### config.mk
export PLATFORM = sky130hd
export DESIGN_NAME = verdict_collector
export DESIGN_NICKNAME = d
export VERILOG_FILES = /design/src/rtl/verdict_collector.sv
export SDC_FILE = /design/constraint.sdc
export NUM_CORES = 1
export LEC_CHECK = 0
export CORE_UTILIZATION = 48
export CTS_BUF_LIST = sky130_fd_sc_hd__clkbuf_2
export DETAILED_ROUTE_END_ITERATION = 12
export GPL_TIMING_DRIVEN = 1
export PLACE_DENSITY = 0.7
export SLEW_MARGIN = 25
export SYNTH_ARGS = -nofsm -noshare
export SYNTH_HDL_FRONTEND = slang
export SYNTH_SLANG_ARGS = --single-unit
### constraint.sdc
create_clock -name clk -period 6.5 [get_ports clk]
set_input_delay 1.3 -clock clk [delete_from_list [all_inputs] [get_ports clk]]
set_output_delay 1.3 -clock clk [all_outputs]
set_load 0.05 [all_outputs]
### src/rtl/verdict_collector.sv
// verdict_collector: timestamps active monitor outputs, queues them as
// records and streams each record out as 64-bit words.
module verdict_collector #(
    parameter int DEPTH = 4,
    parameter int TS_W  = 48
) (
    input  logic                   clk,
    input  logic                   rst,
    input  logic                   en,
    input  logic signed [63:0]     output_0,
    input  logic                   output_0_aktv,
    input  logic signed [63:0]     output_1,
    input  logic                   output_1_aktv,
    output logic [63:0]            rec_data,
    output logic                   rec_valid,
    input  logic                   rec_ready,
    output logic                   rec_last,
    output logic                   overflow,
    output logic [15:0]            drop_count,
    output logic [$clog2(DEPTH):0] fifo_level
);

    localparam int AW = $clog2(DEPTH);
    localparam logic [AW:0] LVL_FULL = (AW+1)'(DEPTH);
    localparam logic [AW:0] LVL_ONE = (AW+1)'(1);

    typedef enum logic [1:0] {IDLE, HDR, V0, V1} state_t;

    state_t state;

    logic [TS_W-1:0] ts;
    logic [TS_W-1:0] mem_ts [DEPTH];
    logic [1:0]      mem_mask [DEPTH];
    logic [63:0]     mem_v0 [DEPTH];
    logic [63:0]     mem_v1 [DEPTH];

    logic [AW-1:0] rd_ptr;
    logic [AW-1:0] wr_ptr;
    logic [AW-1:0] nx_ptr;
    logic [AW-1:0] hd_ptr;

    logic [1:0]  mask;
    logic [1:0]  cur_mask;
    logic [63:0] hd_word;
    logic        push_req;
    logic        full;
    logic        push;
    logic        drop;
    logic        hs;
    logic        pop;
    logic        more;

    assign mask     = {output_1_aktv, output_0_aktv};
    assign full     = fifo_level == LVL_FULL;
    assign push_req = en && (mask != 2'b00);
    assign push     = push_req && !full;
    assign drop     = push_req && full;
    assign hs       = rec_valid && rec_ready && en;
    assign pop      = hs && rec_last;
    assign more     = fifo_level > LVL_ONE;
    assign nx_ptr   = rd_ptr + AW'(1);
    assign cur_mask = mem_mask[rd_ptr];

    // The header loaded next belongs to the head record when idle, or to
    // the record behind it when chaining straight out of a finished one.
    assign hd_ptr  = (state == IDLE) ? rd_ptr : nx_ptr;
    assign hd_word = {48'(mem_ts[hd_ptr]), 14'd0, mem_mask[hd_ptr]};

    always_ff @(posedge clk) begin
        if (push && !rst) begin
            mem_ts[wr_ptr]   <= ts;
            mem_mask[wr_ptr] <= mask;
            mem_v0[wr_ptr]   <= output_0;
            mem_v1[wr_ptr]   <= output_1;
        end
    end

    always_ff @(posedge clk) begin
        if (rst) begin
            state      <= IDLE;
            ts         <= '0;
            rd_ptr     <= '0;
            wr_ptr     <= '0;
            fifo_level <= '0;
            overflow   <= 1'b0;
            drop_count <= '0;
            rec_data   <= '0;
            rec_valid  <= 1'b0;
            rec_last   <= 1'b0;
        end else begin
            if (en)
                ts <= ts + TS_W'(1);
            if (push)
                wr_ptr <= wr_ptr + AW'(1);
            if (pop)
                rd_ptr <= nx_ptr;
            if (push && !pop)
                fifo_level <= fifo_level + LVL_ONE;
            else if (!push && pop)
                fifo_level <= fifo_level - LVL_ONE;
            if (drop) begin
                overflow <= 1'b1;
                if (drop_count != 16'hFFFF)
                    drop_count <= drop_count + 16'd1;
            end

            unique case (state)
                IDLE: begin
                    if (en && fifo_level != '0) begin
                        state     <= HDR;
                        rec_valid <= 1'b1;
                        rec_data  <= hd_word;
                        rec_last  <= 1'b0;
                    end
                end
                HDR: begin
                    if (hs) begin
                        if (cur_mask[0]) begin
                            state    <= V0;
                            rec_data <= mem_v0[rd_ptr];
                            rec_last <= !cur_mask[1];
                        end else begin
                            state    <= V1;
                            rec_data <= mem_v1[rd_ptr];
                            rec_last <= 1'b1;
                        end
                    end
                end
                V0: begin
                    if (hs && !rec_last) begin
                        state    <= V1;
                        rec_data <= mem_v1[rd_ptr];
                        rec_last <= 1'b1;
                    end
                end
                V1: begin
                end
            endcase

            if (pop) begin
                rec_last <= 1'b0;
                if (more) begin
                    state    <= HDR;
                    rec_data <= hd_word;
                end else begin
                    state     <= IDLE;
                    rec_valid <= 1'b0;
                end
            end
        end
    end

endmodule

# [Word-level counts from Yosys, hierarchy flattened]
# Memory sizes are Yosys's and may differ from the RTL's. A register that Yosys moved wholly into a read port is not among the register bits.
# Cells that the tools add are included.
[word_totals] register_bits=140 latchBits=0 mem_bits_rw=712 rom_bits=0 output_inout_bits=86 word_cells=92 memories=4
[memory_table] name="mem_v0" depth=4 word_bits=64 rd=1 rd_clocked_by_memory_dff=1 wr=1 line="34" source="logic [63:0] mem_v0 [DEPTH];"
[memory_table] name="mem_v1" depth=4 word_bits=64 rd=1 rd_clocked_by_memory_dff=1 wr=1 line="35" source="logic [63:0] mem_v1 [DEPTH];"
[memory_table] name="mem_ts" depth=4 word_bits=48 rd=1 rd_clocked_by_memory_dff=0 wr=1 line="32" source="logic [TS_W-1:0] mem_ts [DEPTH];"
[memory_table] name="mem_mask" depth=4 word_bits=2 rd=2 rd_clocked_by_memory_dff=1 wr=1 line="33" source="logic [1:0] mem_mask [DEPTH];"
[classes] addsub=6 n_mul=0 div_mod_pow=0 order_cmp=1 n_eq_ne=10 shifts=0 mux=34 bitwise_logic=0 n_reduce_logical=27
[op_table] op="64-bit 2-to-1 mux" n=6
[op_table] op="64-bit one-hot mux with 3 select lines" n=1
[op_table] op="48-bit by 1-bit adder with 48-bit output, second input constant" n=1
[op_table] op="2-bit 2-to-1 mux" n=11
[op_table] op="16-bit by 1-bit adder with 16-bit output, second input constant" n=1
[op_table] op="16-bit inequality test, second input constant" n=1
[op_table] op="1-bit 2-to-1 mux" n=12
[op_table] op="1-bit logical AND" n=11
[op_table] op="4-bit AND reduction" n=2
[op_table] op="1-bit logical NOT" n=6
[op_table] op="3-bit 2-to-1 mux" n=2
[op_table] op="3-bit inequality test, second input constant" n=2
[op_table] op="2-bit one-hot mux with 3 select lines" n=1
[op_table] op="3-bit nonzero test" n=2
[op_table] op="2-bit by 1-bit adder with 2-bit output, second input constant" n=2
[op_table] op="2-bit inequality test, second input constant" n=2
[op_table] op="2-bit nonzero test" n=2
[op_table] op="4-bit nonzero test" n=1
[op_table] op="3-bit by 1-bit adder with 3-bit output, second input constant" n=1
[op_table] op="3-bit equality test, second input constant" n=1
[op_table] op="3-bit by 1-bit > comparator with 1-bit output, second input constant" n=1
[op_table] op="3-bit by 2-bit inequality test with 1-bit output, second input constant" n=1
[op_table] op="1-bit one-hot mux with 3 select lines" n=1
[op_table] op="3-bit by 1-bit subtractor with 3-bit output, second input constant" n=1
[op_table] op="other kinds (6)" n=6

# [Depth between registers and ports, before layout]
# Gate-level depths: netlist of run 1.
[depth] depth_word=7 depth_mapped=8 mapped_depth_nobuf=8

# [Worst setup path after synthesis of run 1]
# Ideal clock, no wire load.
[synth_path] path_kind="input to register" from="input en" to="memory mem_mask[0][0], enable pin" setup_time_ps=560 arrival_time_ps=6179 setup_slack_ps=-240 stages=5 path_buffers=1 cell_sequence="buf_2 > o21ai_0 > a21oi_1 > nor2b_1 > and2_1"
[synth_via] elab_chain_len=5
[synth_rtl] item="start: declaration" line="9" source="input logic en,"
[synth_rtl] item="1-bit logical AND" line="55" source="assign push_req = en && (mask != 2'b00);"
[synth_rtl] item="1-bit logical AND" line="56" source="assign push = push_req && !full;"
[synth_rtl] item="named net push" line="47" source="logic push;"
[synth_rtl] item="1-bit logical AND" line="70" source="if (push && !rst) begin"
[synth_rtl] item="1-bit 2-to-1 mux" line="70"
[synth_rtl] item="1-bit 2-to-1 mux (implied by the code)" line="72" source="mem_mask[wr_ptr] <= mask;"
[synth_rtl] item="end: declaration" line="33"
# The timed path passes the listed nets, and every way through them passes these cells.

# [Worst setup path in the final report of run 1]
[layout_path] from="register rec_last" to="output rec_last"
[layout_rtl] item="start: declaration" line="17" source="output logic rec_last,"
[layout_rtl] item="start signal: assignment" line="121" source="rec_last <= !cur_mask[1];"
# No word-level cell between the ends.

==> reports/results.txt, run 1 <==
Core area -> 0.06740 sq mm
Portion of synthesized cell area occupied by the leading cell type -> 0.6515
Power share of the clock group -> 0.326
Sequential fraction of the synthesis area -> 0.7382
Ratio of cells with drive above 1 in the final layout -> 0.2421
Post-synthesis share of cell area spent on xor and xnor gates -> 0.01121
Share of async-settable or async-resettable flops after synthesis -> 0
Starting density of the core -> 0.4869
Maximum fanout along the worst path -> 8
Number of instances in the placed design -> 2821
Die Y -> 263.5 um
Post-CTS setup buffers -> 0
Slowest cell delay on critical path -> 910 ps
Routed WL per cell -> 21.83 um
Minimum clock period -> 4117 ps
Leak -> 12.55 nW
Fmax achieved -> 242.9 MHz
Worst Max-Slew Pin Slew -> 1087 ps
Drt pass-1 iters -> 5
Syn-to-layout area delta -> 15.90%
Relative slew margins -> 0.2755
Site Rows -> 95
I/O Pins -> 220
Seq pwr share -> 0.573
Count of flip-flops with a built-in enable after synthesis -> 712
Antenna violations before repair -> 6
CTS Hold Bufs -> 0
WS Path Type -> reg -> out
Highest-count cells in the layout ignoring fill and taps -> 712 x edfxtp_1, 311 x clkbuf_2, 218 x clkdlybuf4s50_1
Biggest area consumer among synthesized cells -> edfxtp_1
Vias after detailed routing -> 17910
Die boundary width -> 263.5 um
Largest family of logic cells by synthesized area -> multiplexers
Max-cap violations -> 0
Startpoint class of the critical path -> flip-flop
Dominant register cell in the synthesized netlist -> edfxtp_1
Netlist area before placement -> 0.03282 sq mm
Total CTS buffers -> 200
Most common cell after layout, fill and taps aside -> edfxtp_1
Quantity of gates resized following cts -> 0
Final setup violating endpoints -> 0
Synthesized-area fraction occupied by adder cells -> 0.005338
Result of the run -> finished, final reports clean
GRT Overall Usage -> 0.2062
Unrepaired setup endpoints after global routing -> false
Worst min-delay path class -> in -> reg
Cell at the root of the clock tree -> clkbuf_2
TritonCTS clock tree -> yes
Leading post-synthesis cells by cell area -> edfxtp_1 65%, mux4_2 12%, dfxtp_1 8.7%
Wire length reported by the detailed router -> 69990 um
Critical path buffer and inverter count -> 1
Post-Layout Cell Count -> 3207
CP Capture Type -> output port
Hold violation total from the final report -> 0
Worst-path clk slew -> 100 ps
Reported net switching power -> 2.787 mW
Sum of overflow across all layers after global routing -> 0
Max VDD drop -> 0.0001559 V
Area post-placement -> 0.03605 sq mm
Slowest cell on the critical path -> clkdlybuf4s50_1
Period utilization -> 0.6333
Via-per-instance ratio -> 5.584
Antenna-violating nets left -> 0
Mux contribution to synthesized area -> 0.1447
Clock network latency to the later pin of the worst-skew pair -> 1390 ps
Required time at the worst-slack endpoint -> 5200 ps
Number of sinks driven by the clock tree -> 854
P per Cell Area -> 282.5 mW/mm^2
Area enclosed by the die boundary -> 0.06941 sq mm
Yosys warning total -> 0
Detailed-placement wirelength estimate -> 40170 um
Final Wtd Congestion -> 0.8467
Synthesized-area fraction occupied by ao, oa, aoi and oai cells -> 0.03039
Port bufs -> 219
PnR Total Power -> 10.74 mW
Design area -> 0.03803 sq mm
H-tree levels -> 4
Yosys cell types -> 50
First-pass GRT wire length -> 108000 um
Syn_nets -> 1939
Combinational power share -> 0.100
Int Power -> 7.958 mW
Slew Viols, Final -> 0
Worst Path Arrival -> 2820 ps
Final Util -> 0.5643
Setup TNS -> 0 ps
Switching part of the total -> 0.2594
Clock tree skew after final layout -> 93.28 ps
Drt drc -> 0
Detailed Route Iter0 Violations -> 1214
Post-Synthesis Cells -> 1791
Largest net degree at the start of global routing -> 75
Ordered cell list for the critical path -> clkdlybuf4s50_1
Via count of the first global-routing pass -> 18850
Cell family with most CP delay -> buffers and inverters
Number of buffers on the longest clock path -> 3
Final layout net count -> 2299
Area share of and/or/nand/nor cells after synthesis -> 0.05613
Mean instance size in the synthesized netlist -> 18.32 sq um
Register bit total from synthesis -> 854
-- cell type report --
class	instances	area [sq um]
clock buffer	311	1556
antenna	4	10.01
fill	5111	29360
multi-input combinational	834	8180
timing repair buffer	246	2510
inverter	15	56.30
clock inverter	70	396.6
sequential	854	24230
tap	873	1092
-- worst paths after layout --
| check | startpoint | to | slack, ps | cells past startpoint |
|---|---|---|---|---|
| worst max-delay path | rec_last | rec_last | 2380 | 1 |
| worst min-delay path | rst | state[1] | 270 | 2 |
| worst max register to register | flip-flop | rec_data[40] | 2880 | 6 |
| worst min register to register | rec_data[43] | rec_data[43] | 440 | 2 |
-- cells by family (layout without fill, tap and decap cells) --
group	after synthesis	after routing
flip-flops	854	854
AND/OR/NAND/NOR	394	394
multiplexers	249	249
AO/OA/AOI/OAI	135	135
buffers and inverters	103	642
XOR/XNOR	42	42
adder cells (fa/ha/maj)	14	14
other	0	4
-- per-stage QoR --
step                      hold slack, ps  setup slack (ps)
after detailed placement           433.2              1977
after global placement             422.1              2084
final                              271.1              2383
after CTS                          96.51              2213
after global routing               111.0              2160
after floorplan                    469.0              1765
-- power groups by stage --
stage	sequential, mW	clock (mW)	combinational (mW)
finish	6.16	3.51	1.08
global route	6.18	3.89	1.14
CTS	6.16	3.63	1.09
detailed placement	6.29	0	1.08
global placement	6.28	0	1.07
floorplan	6.46	0	0.476
-- state kept, by name (all words and copies together), names as in the netlist, 2 cells and up, named ones only --
register    flops
fifo_level      3
state           2
rec_data       64
drop_count     16
mem_v0        256
mem_mask        8
ts             48
mem_v1        256
rd_ptr          2
wr_ptr          2
mem_ts        192
-- per-layer routing --
layer / vias to the layer above / part of all wire / track usage
met2: 554 / 0.51 / 0.3428
met1: 9202 / 0.42 / 0.2635
li1: 8072 / - / -
met5: - / 0.00074 / 0
met4: 8 / 0.011 / 0.05785
met3: 72 / 0.064 / 0.06042
-- worst register-to-register path: stages, from the launching register on --
cell and delay [ps]:
dfxtp_4 940, mux4_4 1200, buf_4 640, mux2i_1 250
nor2_1 50, a221oi_1 310, nand2_1 90
-- cells in the mapped netlist, types with 15 or more instances --
| library cell | count |
|---|---|
| nand3_1 | 23 |
| a221oi_1 | 49 |
| nand4_1 | 23 |
| nand2_1 | 132 |
| a21oi_1 | 30 |
| xor2_1 | 18 |
| xnor2_1 | 24 |
| buf_2 | 25 |
| mux4_2 | 180 |
| nor2_1 | 123 |
| o21ai_0 | 21 |
| or3_1 | 22 |
| clkbuf_1 | 48 |
| edfxtp_1 | 712 |
| dfxtp_1 | 142 |
| mux2i_1 | 67 |
| inv_1 | 15 |
Note: power is estimated with default switching activity, not from simulation.
==> run 2, diff against run 1 <==
- clock period: 6.5 -> 3.4 ns (I/O delays scaled with it)
==> reports/results.txt, run 2 (synthesized netlist as in run 1, its figures left out) <==
Result of the run -> finished, final reports clean
FF-to-FF Start -> state[0]
CP Capture Type -> output port
Period utilization -> 0.9460
Fmax achieved -> 310.9 MHz
Worst-path clk slew -> 90 ps (about the same)
Design area -> 0.03978 sq mm (+4.6%)
Worst Path Arrival -> 2540 ps (-280 ps)
Total CTS buffers -> 206 (+3.0%)
Maximum fanout along the worst path -> 2 (-6)
PnR Total Power -> 21.01 mW (+96%)
Max VDD drop -> 0.0003204 V (+110%)
GRT Overall Usage -> 0.2102 (+0.004075)
Worst min-delay path class -> in -> reg
Sum of overflow across all layers after global routing -> 0 (unchanged)
Cell at the root of the clock tree -> clkbuf_2
Post-CTS setup buffers -> 0 (unchanged)
Final Util -> 0.5903 (+0.02595)
Site Rows -> 95 (unchanged)
Detailed Route Iter0 Violations -> 1198 (-1.3%)
Slowest cell on the critical path -> clkdlybuf4s50_1
Port bufs -> 219 (unchanged)
Reg-to-reg setup timing slack -> 750 ps (-2130 ps)
Number of sinks driven by the clock tree -> 854 (unchanged)
Syn-to-layout area delta -> 21.23%
WS Path Type -> reg -> out
First-pass GRT wire length -> 111200 um (+2.9%)
Starting density of the core -> 0.4869 (unchanged)
Endpoint of the worst register-to-register path -> rec_data[19]
Final setup violating endpoints -> 0 (unchanged)
Cell count of the worst hold path -> 4 (+2)
Final layout net count -> 2462 (+7.1%)
Setup TNS -> 0 ps (unchanged)
H-tree levels -> 4 (unchanged)
Antenna violations before repair -> 4 (-2)
Drt pass-1 iters -> 5 (unchanged)
End of the worst hold path -> rec_last
Drt drc -> 0 (unchanged)
P per Cell Area -> 528.1 mW/mm^2 (+87%)
Minimum clock period -> 3217 ps
Number of buffers on the longest clock path -> 3 (unchanged)
Vias after detailed routing -> 18520 (+3.4%)
Cell family with most CP delay -> buffers and inverters
Antenna-violating nets left -> 0 (unchanged)
FILL cells -> 5037 (-1.4%)
Via-per-instance ratio -> 5.496 (-1.6%)
Hold violation total from the final report -> 0 (unchanged)
Regs by FF count -> mem_v0: 256 flops, mem_v1: 256 flops, mem_ts: 192 flops
Routed WL per cell -> 21.20 um (-2.9%)
Detailed-placement wirelength estimate -> 42180 um (+5.0%)
Tightest hold margin -> 219.9 ps (-51.15 ps)
Hold Startpoint -> rec_ready
Final Wtd Congestion -> 0.8301 (-2.0%)
Die boundary width -> 263.5 um (unchanged)
Ratio of cells with drive above 1 in the final layout -> 0.2386 (-0.003488)
Startpoint class of the critical path -> flip-flop
Post-placement setup slack -> 308.3 ps (-1668 ps)
Post-Layout Cell Count -> 3370 (+5.1%)
Required time at the worst-slack endpoint -> 2720 ps (-2480 ps)
Area enclosed by the die boundary -> 0.06941 sq mm (unchanged)
Slowest cell delay on critical path -> 830 ps (-80 ps)
TritonCTS clock tree -> yes
Worst Max-Slew Pin Slew -> 1075 ps (-11.42 ps)
Ordered cell list for the critical path -> clkdlybuf4s50_1
I/O Pins -> 220 (unchanged)
Most common cell after layout, fill and taps aside -> edfxtp_1
Slew Viols, Final -> 0 (unchanged)
Via count of the first global-routing pass -> 19830 (+5.2%)
Highest-count cells in the layout ignoring fill and taps -> 712 x edfxtp_1, 331 x clkbuf_2, 179 x mux4_2
Reg2reg path depth -> 8 (+2)
Wire length reported by the detailed router -> 71430 um (+2.1%)
Number of instances in the placed design -> 2847 (+0.92%)
Die Y -> 263.5 um (unchanged)
Clock tree skew after final layout -> 79.71 ps (-13.57 ps)
Leak -> 13.69 nW (+9.1%)
Max-cap violations -> 0 (unchanged)
Setup slack of the critical path after layout -> 183.5 ps (-2200 ps)
Core area -> 0.06740 sq mm (unchanged)
Origin of the worst setup path -> rec_data[52]
Clock network latency to the later pin of the worst-skew pair -> 1390 ps (about the same)
Largest net degree at the start of global routing -> 130 (+73%)
Area post-placement -> 0.03644 sq mm (+1.1%)
Critical path buffer and inverter count -> 1 (unchanged)
Relative slew margins -> 0.2831 (+0.007610)
## run 2: cell types whose count changed in the layout (fill, tap and decap cells not counted), moves of 12 or more
cell / before / now
clkbuf_2: 311 / 331
buf_4: 16 / 28
clkinv_2: 13 / 1
dlygate4sd2_1: 0 / 49
clkdlybuf4s50_1: 218 / 162
dlygate4sd3_1: 0 / 132
buf_12: 9 / 24
## run 2: how the worst max path moves through the flow
stage | end | cells after the start
4_1_cts | rec_data[52] | 1
2_1_floorplan | mem_mask[0][0] | 5
5_1_grt | rec_data[10] | 1
3_3_place_gp | mem_v1[0][13] | 6
6_report | rec_data[52] | 1
3_5_place_dp | mem_v1[0][13] | 6
## run 2: what timing repair did
item,in CTS,in global routing
hold endpoints to repair,610,0
endpoints found under the setup margin,49,7
resized for setup,49,7
hold buffers,132,0
## run 2: worst min-delay path: cells and delay by family
| kind | cells | cell delay (ps) |
|---|---|---|
| compound gates | 1 | 80 |
| simple gates | 2 | 210 |
| buf+inv | 1 | 530 |
## run 2: layout make-up
class                   instances  area (sq um)  share of cell area
repair buffers                403          4155              0.1045
well taps                     873          1092             0.02746
flip-flops and latches        854         24230              0.6091
clock buffers                 331          1657             0.04164
diodes                          3         7.507           0.0001887
clock inverters                57         402.9             0.01013
inverters                      15         56.30            0.001415
multi-input cells             834          8180              0.2056
## run 2: report_power, final
group / internal [mW] / total (mW) / switching, mW
logic: 0.948 / 2.22 / 1.28
clock network: 3.09 / 7.01 / 3.92
registers: 11.6 / 11.8 / 0.145
## run 2: metal layers
layer | GRT usage | up-vias | part of all wire
met5 | 0 | - | 0
met4 | 0.06575 | 0 | 0.013
met3 | 0.05191 | 81 | 0.058
met2 | 0.3584 | 541 | 0.52
met1 | 0.2646 | 9501 | 0.41
li1 | - | 8400 | -
